### src/rtl/register_file_mp_pkg.sv
// Shared constants and helpers for the multi-port MIPS register file.
// Write-port indices double as priority: the higher index is applied last and wins.
package register_file_mp_pkg;

   localparam int MIPS_DATA_W   = 32;
   localparam int MIPS_DEPTH    = 32;

   localparam int WR_PORT_WB    = 0;
   localparam int WR_PORT_LOAD  = 1;
   localparam int NUM_WR_PORTS  = 2;

   function automatic int clog2(input int value);
      int r;
      r = 0;
      for (int i = 0; i < 31; i++) begin
         if ((1 << i) < value) r = i + 1;
      end
      return r;
   endfunction

endpackage

### src/rtl/register_file_mp_if.sv
// Bus bundle between the pipeline (master) and the register file (slave).
interface register_file_mp_if #(
   parameter int DATA_W = 32,
   parameter int AW     = 5,
   parameter int NUM_RD = 2
);
   logic                       we0;
   logic [AW-1:0]              waddr0;
   logic [DATA_W-1:0]          wdata0;
   logic                       we1;
   logic [AW-1:0]              waddr1;
   logic [DATA_W-1:0]          wdata1;
   logic [NUM_RD*AW-1:0]       raddr;
   logic [NUM_RD*DATA_W-1:0]   rdata;
   logic [NUM_RD-1:0]          rbusy;
   logic                       busy_set;
   logic [AW-1:0]              busy_addr;

   modport master (
      output we0, waddr0, wdata0, we1, waddr1, wdata1, raddr, busy_set, busy_addr,
      input  rdata, rbusy
   );

   modport slave (
      input  we0, waddr0, wdata0, we1, waddr1, wdata1, raddr, busy_set, busy_addr,
      output rdata, rbusy
   );
endinterface

### src/rtl/register_file_mp_rf_read_port.sv
// One combinational read port: r0 masking, write-to-read bypass and busy masking.
module rf_read_port #(
   parameter int DATA_W  = 32,
   parameter int AW      = 5,
   parameter bit ZERO_R0 = 1'b1
) (
   input  logic [AW-1:0]     addr_i,
   input  logic              we0_i,
   input  logic [AW-1:0]     waddr0_i,
   input  logic [DATA_W-1:0] wdata0_i,
   input  logic              we1_i,
   input  logic [AW-1:0]     waddr1_i,
   input  logic [DATA_W-1:0] wdata1_i,
   input  logic [DATA_W-1:0] mem_word_i,
   input  logic              busy_bit_i,
   output logic [DATA_W-1:0] data_o,
   output logic              busy_o
);

   // A bypassed value is the one the pending producer will deliver, so it is never busy.
   always_comb begin
      data_o = mem_word_i;
      busy_o = busy_bit_i;
      if (ZERO_R0 && addr_i == '0) begin
         data_o = '0;
         busy_o = 1'b0;
      end else if (we1_i && waddr1_i == addr_i) begin
         data_o = wdata1_i;
         busy_o = 1'b0;
      end else if (we0_i && waddr0_i == addr_i) begin
         data_o = wdata0_i;
         busy_o = 1'b0;
      end
   end

endmodule

### src/rtl/register_file_mp.sv
// Multi-port register file: storage, two write ports, busy scoreboard and N bypassing read ports.
module register_file_mp
   import register_file_mp_pkg::*;
#(
   parameter int DATA_W  = MIPS_DATA_W,
   parameter int DEPTH   = MIPS_DEPTH,
   parameter int NUM_RD  = 2,
   parameter bit ZERO_R0 = 1'b1
) (
   input logic                 clk,
   input logic                 rst,
   register_file_mp_if.slave   rf
);

   localparam int AW = clog2(DEPTH);

   logic [DATA_W-1:0] mem_q [DEPTH];
   logic [DEPTH-1:0]  busy_q;
   logic [DEPTH-1:0]  busy_d;

   logic              wr_en   [NUM_WR_PORTS];
   logic [AW-1:0]     wr_addr [NUM_WR_PORTS];
   logic [DATA_W-1:0] wr_data [NUM_WR_PORTS];

   logic [DATA_W-1:0] rd_data [NUM_RD];
   logic              rd_busy [NUM_RD];

   always_comb begin
      wr_en[WR_PORT_WB]     = rf.we0;
      wr_addr[WR_PORT_WB]   = rf.waddr0;
      wr_data[WR_PORT_WB]   = rf.wdata0;
      wr_en[WR_PORT_LOAD]   = rf.we1;
      wr_addr[WR_PORT_LOAD] = rf.waddr1;
      wr_data[WR_PORT_LOAD] = rf.wdata1;
   end

   // Clears first, then the set, so a newly issued producer overrides a retiring one.
   always_comb begin
      busy_d = busy_q;
      for (int p = 0; p < NUM_WR_PORTS; p++) begin
         if (wr_en[p]) busy_d[wr_addr[p]] = 1'b0;
      end
      if (rf.busy_set && !(ZERO_R0 && rf.busy_addr == '0)) busy_d[rf.busy_addr] = 1'b1;
   end

   always_ff @(posedge clk) begin
      if (!rst) begin
         for (int i = 0; i < DEPTH; i++) mem_q[i] <= '0;
         busy_q <= '0;
      end else begin
         // Ports applied in index order: the load-return port lands last on a collision.
         for (int p = 0; p < NUM_WR_PORTS; p++) begin
            if (wr_en[p] && !(ZERO_R0 && wr_addr[p] == '0)) mem_q[wr_addr[p]] <= wr_data[p];
         end
         busy_q <= busy_d;
      end
   end

   for (genvar k = 0; k < NUM_RD; k++) begin : g_rd
      logic [AW-1:0] addr;
      assign addr = rf.raddr[k*AW +: AW];

      rf_read_port #(
         .DATA_W  (DATA_W),
         .AW      (AW),
         .ZERO_R0 (ZERO_R0)
      ) u_port (
         .addr_i     (addr),
         .we0_i      (rf.we0),
         .waddr0_i   (rf.waddr0),
         .wdata0_i   (rf.wdata0),
         .we1_i      (rf.we1),
         .waddr1_i   (rf.waddr1),
         .wdata1_i   (rf.wdata1),
         .mem_word_i (mem_q[addr]),
         .busy_bit_i (busy_q[addr]),
         .data_o     (rd_data[k]),
         .busy_o     (rd_busy[k])
      );
   end

   always_comb begin
      rf.rdata = '0;
      rf.rbusy = '0;
      if (rst) begin
         for (int k = 0; k < NUM_RD; k++) begin
            rf.rdata[k*DATA_W +: DATA_W] = rd_data[k];
            rf.rbusy[k]                  = rd_busy[k];
         end
      end
   end

endmodule

### src/flat_wrapper.sv
// flat-port wrapper written by rule: the top's interface ports become plain ports
module register_file_mp_flat import register_file_mp_pkg::*;
#(
   parameter int DATA_W  = MIPS_DATA_W,
   parameter int DEPTH   = MIPS_DEPTH,
   parameter int NUM_RD  = 2,
   parameter bit ZERO_R0 = 1'b1
)
  (clk, rst, rf_we0, rf_waddr0, rf_wdata0, rf_we1, rf_waddr1, rf_wdata1, rf_raddr, rf_busy_set, rf_busy_addr, rf_rdata, rf_rbusy);
  register_file_mp_if #(.DATA_W(DATA_W), .AW((5)), .NUM_RD(NUM_RD)) rf_i ();
  input logic clk;
  input logic rst;
  input wire logic [$bits(rf_i.we0)-1:0] rf_we0;
  input wire logic [$bits(rf_i.waddr0)-1:0] rf_waddr0;
  input wire logic [$bits(rf_i.wdata0)-1:0] rf_wdata0;
  input wire logic [$bits(rf_i.we1)-1:0] rf_we1;
  input wire logic [$bits(rf_i.waddr1)-1:0] rf_waddr1;
  input wire logic [$bits(rf_i.wdata1)-1:0] rf_wdata1;
  input wire logic [$bits(rf_i.raddr)-1:0] rf_raddr;
  input wire logic [$bits(rf_i.busy_set)-1:0] rf_busy_set;
  input wire logic [$bits(rf_i.busy_addr)-1:0] rf_busy_addr;
  output wire logic [$bits(rf_i.rdata)-1:0] rf_rdata;
  output wire logic [$bits(rf_i.rbusy)-1:0] rf_rbusy;
  assign rf_i.we0 = rf_we0;
  assign rf_i.waddr0 = rf_waddr0;
  assign rf_i.wdata0 = rf_wdata0;
  assign rf_i.we1 = rf_we1;
  assign rf_i.waddr1 = rf_waddr1;
  assign rf_i.wdata1 = rf_wdata1;
  assign rf_i.raddr = rf_raddr;
  assign rf_i.busy_set = rf_busy_set;
  assign rf_i.busy_addr = rf_busy_addr;
  assign rf_rdata = rf_i.rdata;
  assign rf_rbusy = rf_i.rbusy;
  register_file_mp #(.DATA_W(DATA_W), .DEPTH(DEPTH), .NUM_RD(NUM_RD), .ZERO_R0(ZERO_R0)) u_core (.clk(clk), .rst(rst), .rf(rf_i));
endmodule
### config.mk
export PLATFORM = sky130hd
export DESIGN_NAME = register_file_mp_flat
export DESIGN_NICKNAME = d
export VERILOG_FILES = /design/src/rtl/register_file_mp_pkg.sv /design/src/rtl/register_file_mp_if.sv /design/src/rtl/register_file_mp_rf_read_port.sv /design/src/rtl/register_file_mp.sv /design/src/flat_wrapper.sv
export SDC_FILE = /design/constraint.sdc
export NUM_CORES = 2
export LEC_CHECK = 0
export ABC_CLOCK_PERIOD_IN_PS = 3200
export CAP_MARGIN = 20
export CELL_PAD_IN_SITES_DETAIL_PLACEMENT = 1
export CELL_PAD_IN_SITES_GLOBAL_PLACEMENT = 1
export CORE_ASPECT_RATIO = 1.25
export CORE_MARGIN = 2
export CORE_UTILIZATION = 40
export CTS_CLUSTER_DIAMETER = 60
export DETAILED_ROUTE_END_ITERATION = 7
export DONT_BUFFER_PORTS = 1
export GPL_ROUTABILITY_DRIVEN = 0
export PLACE_DENSITY = 0.7
export RECOVER_POWER = 100
export SLEW_MARGIN = 10
export SYNTH_ARGS = -nofsm -noshare
export SYNTH_HDL_FRONTEND = slang
export SYNTH_HIERARCHICAL = 1
export SYNTH_SLANG_ARGS = --single-unit
export TNS_END_PERCENT = 30
### constraint.sdc
create_clock -name clk -period 3.2 [get_ports clk]
set_clock_uncertainty 0.1 [all_clocks]
set_input_delay 0.64 -clock clk [delete_from_list [all_inputs] [get_ports clk]]
set_output_delay 0.64 -clock clk [all_outputs]
set_load 0.03 [all_outputs]
Word level (Yosys, flattened, before mapping). Memory sizes are Yosys's and may differ from the RTL's. Cells that the tools add are included.

Shifts and indexed selects: 0. Div/mod/pow operators: 0. $lt $le $gt $ge: 8. Reductions and logical operators: 20. Bitwise logic cells: 5. Mux-type cells: 40. Multiply operators: 0. Equality and inequality tests: 4. Add/subtract/negate cells: 0.

Operator list (number): $mux W32 (11); $and A32 B32 Y32 (2); $mux W64 (1); $not A32 Y32 (2); $reduce_or A32 Y1 (2); $or A32 B32 Y32 (1); $lt A5 B6 Y1 const B (5); $logic_not A5 Y1 (5); $eq A5 B5 Y1 (4); $mux W1 (20); $demux W1 S5 (3); $ge A5 B1 Y1 const B (3); $bmux W1 S5 (2); $logic_and A1 B1 Y1 (10); $mux W5 (2); $logic_not A1 Y1 (3); $mux W2 (1).

Bits in registers: 32. Logic and storage cells: 79. RAM bits: 1024. Memories kept: 1. Memory bits (read-only): 0. Bits of input ports: 94. Latch bits: 0.

Memory list: u_core.mem_q (words 32, width 32, read ports 2, clocked after memory_dff 0, wr ports 32, line register_file_mp.sv:17) `logic [DATA_W-1:0] mem_q [DEPTH];`.

Depth between registers and ports, before layout.
Depth after elaboration: 11. Depth in mapped cells: 11.

Modules after synthesis. Netlist, hierarchy kept.

Modules (own cells, without submodules): register_file_mp (cells an instance 5216, area an instance 62142.1 µm², sequential area each 31390.1 µm², times used 1); rf_read_port (cells an instance 179, area an instance 1291.2 µm², sequential area each 0.0 µm², times used 2).

Worst setup path before layout. Ideal clock, no wire load.

Path kind: input to output. Start point: input port rf_raddr[6]. End point: output port rf_rdata[54]. Slack: -47 ps. Cell stages on the path: 11. Buffers on the path: 4. Arrival: 2507 ps. Cells stage by stage: clkbuf_1 buf_2 buf_2 buf_2 mux2i_1 a22oi_1 nand3_1 nand3_1 o21ai_0 a311oi_2 and2_1.

RTL lines: start, declared (line flat_wrapper.sv:19) `input wire logic [$bits(rf_i.raddr)-1:0] rf_raddr;`; end, declared (line flat_wrapper.sv:22) `output wire logic [$bits(rf_i.rdata)-1:0] rf_rdata;`.

==> metrics.cfg <==
[worst_setup_path]
worstSetupPathType=in -> out
reg2reg_depth=3
end_kind=primary output
critPathArrivalTime_ns=6.14
critical_path.most_common_cell=buf_12
crit_chain=or4_1 > nor2_4 > buf_12 > buf_4 > a311oi_2 > and2_4 > buf_12
r2r_start=u_core/busy_q[11]$_SDFF_PN0_
cpPeakStageDelay_ns=2.04
critPathLaunchType=input port
slowest_stage=or4_1
regToRegEndpoint=u_core/busy_q[11]$_SDFF_PN0_
worstPathRequired_ns=2.46
crit_fanout=531
reg2reg_slack_ns=1.83

[global_routing]
met1_usage=0.450
met2_usage=0.597
overflow=0
grt_max_degree=532
antenna_found_initial=30
grt_pass1_wl_um=455000
met3_usage=0.134
first_global_vias=59200
grt.total_usage=0.390
top_usage_layer=met2

[placed_design]
place_hpwl_um=187000
placed_area_um2=70700
port_buffers=0
dpl_worst_slack_ns=-0.714
place_inst=7551

[die]
die-area_um2=165000
core_um2=161000
die_y_um=454
io_pins=160
initial_core_util=0.401
dieWidth_um=364
row_count=165

[status]
outcome=finished with violations
violations=DRC, slew limit, setup timing

[final_layout]
drive_above_1_share=0.223
nFillCells=16100
fin_cells=8010
postLayoutCoreUtil=0.497
synthToLayoutAreaGrowth_pct=23.8
design_area_um2=80100
finalNetCount=5826

[worst_hold_path]
worstHoldStart=rf_wdata1[5]
hp-class=in -> reg
hold-path-endpoint=u_core/mem_q[25][5]$_DFFE_PP_
hold_depth=1

[sta]
worstMarginPinSlew_ns=4.90
min_period_ns=6.88
min_period_over_period=2.15
slew_violations=443
fmaxAchievable_ghz=0.145
timing.slew.headroom=-2.26
rsz0062_at_grt=yes
finalSetupViolations=66
hold_violations=0
fin_ws_ns=-3.68

[clock_tree]
clk_latency_ns=0.80
cts_buffers=116
cts_max_path_buffers=3
htreeDepth=3
root_buffer=clkbuf_16
clk_pin_slew_ns=0.06
cts_tree=done
cts.sinks=1056

[yosys]
synth_edf_count=1024
async_flop_share=0
ys.warnings.count=6
netlist_area_um2=64700
synthDistinctLibCells=48
dominantRegCellSynth=edfxtp_1
synth_cells=5574
synth.avg_cell_area_um2=11.6
synth-seq-area-share=0.485
synth-seq-cells=1056

[power]
power_leakage_nw=30.3
power_density_nw_per_um2=475
peakVddDrop_mv=0.439
power_mw=38.1

[drt]
ant_nets=0
dr_total_vias=60100
dr.pass1.iters=8
via_per_inst=7.51
drc=23
routed_wirelength_um=347000
first_iter_violations=9890
avgRoutedWirePerCell_um=43.3

[flow_run]
cap_viol_max_count=0

==> power breakdown <==
| group | total (mW) | internal, mW | leakage, nW | switching [mW] |
|---|---|---|---|---|
| registers | 16.5 | 16.0 | 10.0 | 0.474 |
| logic | 7.40 | 2.90 | 18.4 | 4.50 |
| clock network | 14.2 | 7.96 | 1.85 | 6.25 |
| total | 38.1 | 26.8 | 30.3 | 11.2 |
==> cell type report <==
type	instances	area, µm²	area share
Inverter	2	7.51	0.0000937
Multi-Input combinational cell	3802	32500	0.405
Clock inverter	71	803	0.0100
Antenna cell	15	37.5	0.000469
Sequential cell	1056	31400	0.392
Clock buffer	139	3030	0.0378
Timing Repair Buffer	754	9650	0.121
Tap cell	2171	2720	0.0339
==> critical path, delay by kind of cell <==
family	cells	cell delay [ns]
buffers and inverters	3	0.63
AO/OA/AOI/OAI	1	0.07
AND/OR/NAND/NOR	3	2.44
==> metrics by stage <==
step / TNS [ns] / hold WS [ns]
5_1_grt: -31.82 / 0.0203
2_1_floorplan: -1.58 / 0.343
4_1_cts: -20.55 / 0.00117
3_5_place_dp: -27.83 / 0.371
6_report: -126.55 / 0.00892
3_3_place_gp: -28.26 / 0.359
==> Yosys cell counts (all sizes together) (3+ instances only) <==
library cell,instances,area (µm²)
a21oi,199,996
a22o,1124,9840
a22oi,252,1890
a311oi,64,936
a31oi,66,413
a32oi,6,52.6
and2,73,457
and3,5,31.3
and3b,7,61.3
buf,318,1680
clkbuf,427,1600
dfxtp,32,641
edfxtp,1024,30700
mux2i,1056,10600
nand2,245,920
nand2b,4,25.0
nand3,205,1040
nand3b,33,248
nand4,69,438
nor2,101,584
nor2b,8,50.1
nor3,134,681
nor3b,16,155
o21ai,66,330
or2,5,31.3
or4,3,22.5
xnor2,20,175
==> layout by cell type, fill, tap and decap left out, types with 9 or more instances in the layout <==
cell type,n
nand3_1,143
bufinv_16,15
a31oi_1,27
buf_6,26
nand3_2,56
a22o_1,1124
dlygate4sd3_1,93
o21ai_1,9
clkbuf_1,21
mux2i_2,9
a22oi_2,33
a22oi_1,219
dfxtp_1,25
nor3_1,75
diode_2,15
mux2i_1,1041
edfxtp_1,1024
o21ai_2,28
buf_4,355
nor2_1,39
and2_1,9
nor2_4,56
xnor2_1,16
nor3_2,45
o21ai_0,27
nand2_1,243
a21oi_1,198
a31oi_2,14
nand3b_1,33
a31oi_4,25
nor3_4,14
nand4_1,68
conb_1,32
clkinv_2,11
buf_16,10
and2_4,62
a311oi_2,56
clkinv_1,21
clkbuf_16,138
buf_12,247
==> kinds of logic after synthesis <==
group                     synth area share
other                            0.0000579
xor gates and xnor gates           0.00271
buffers and inverters               0.0508
AOI/OAI and AO/OA                    0.224
DFF                                  0.485
muxes                                0.163
and+or+nand+nor                     0.0744
==> worst max path at each step <==
stage | from | to | slack, ns | depth (start not counted)
floorplan | rf_raddr[6] | rf_rdata[53] | -0.05 | 11
global placement | rf_raddr[6] | rf_rdata[45] | -0.65 | 10
detailed placement | rf_raddr[7] | rf_rdata[33] | -0.71 | 12
CTS | u_core/mem_q[3][20]$_DFFE_PP_ | rf_rdata[52] | -0.38 | 10
global route | rf_raddr[6] | rf_rdata[49] | -0.83 | 10
finish | rf_raddr[6] | rf_rdata[43] | -3.68 | 7
==> flip-flops by register name, indices dropped and copies added, names as in the netlist <==
name	count
u_core/mem_q	1024
u_core/busy_q	32
==> layer usage <==
metal  part of all wire  up-vias
li1                   -    22600
met1               0.33    30200
met2               0.43     5561
met3               0.15     1793
met4              0.094       24
met5            0.00067        -
==> timing repair <==
action                     in CTS  in global routing
setup buffers                  11                 31
resized for setup             310                155
gates cloned                    0                 38
hold buffers                  154                  0
hold endpoints to repair      944                  0
setup endpoints to repair      66                 66
pin swaps                     165                106
Power figures use the tool's default switching activity.
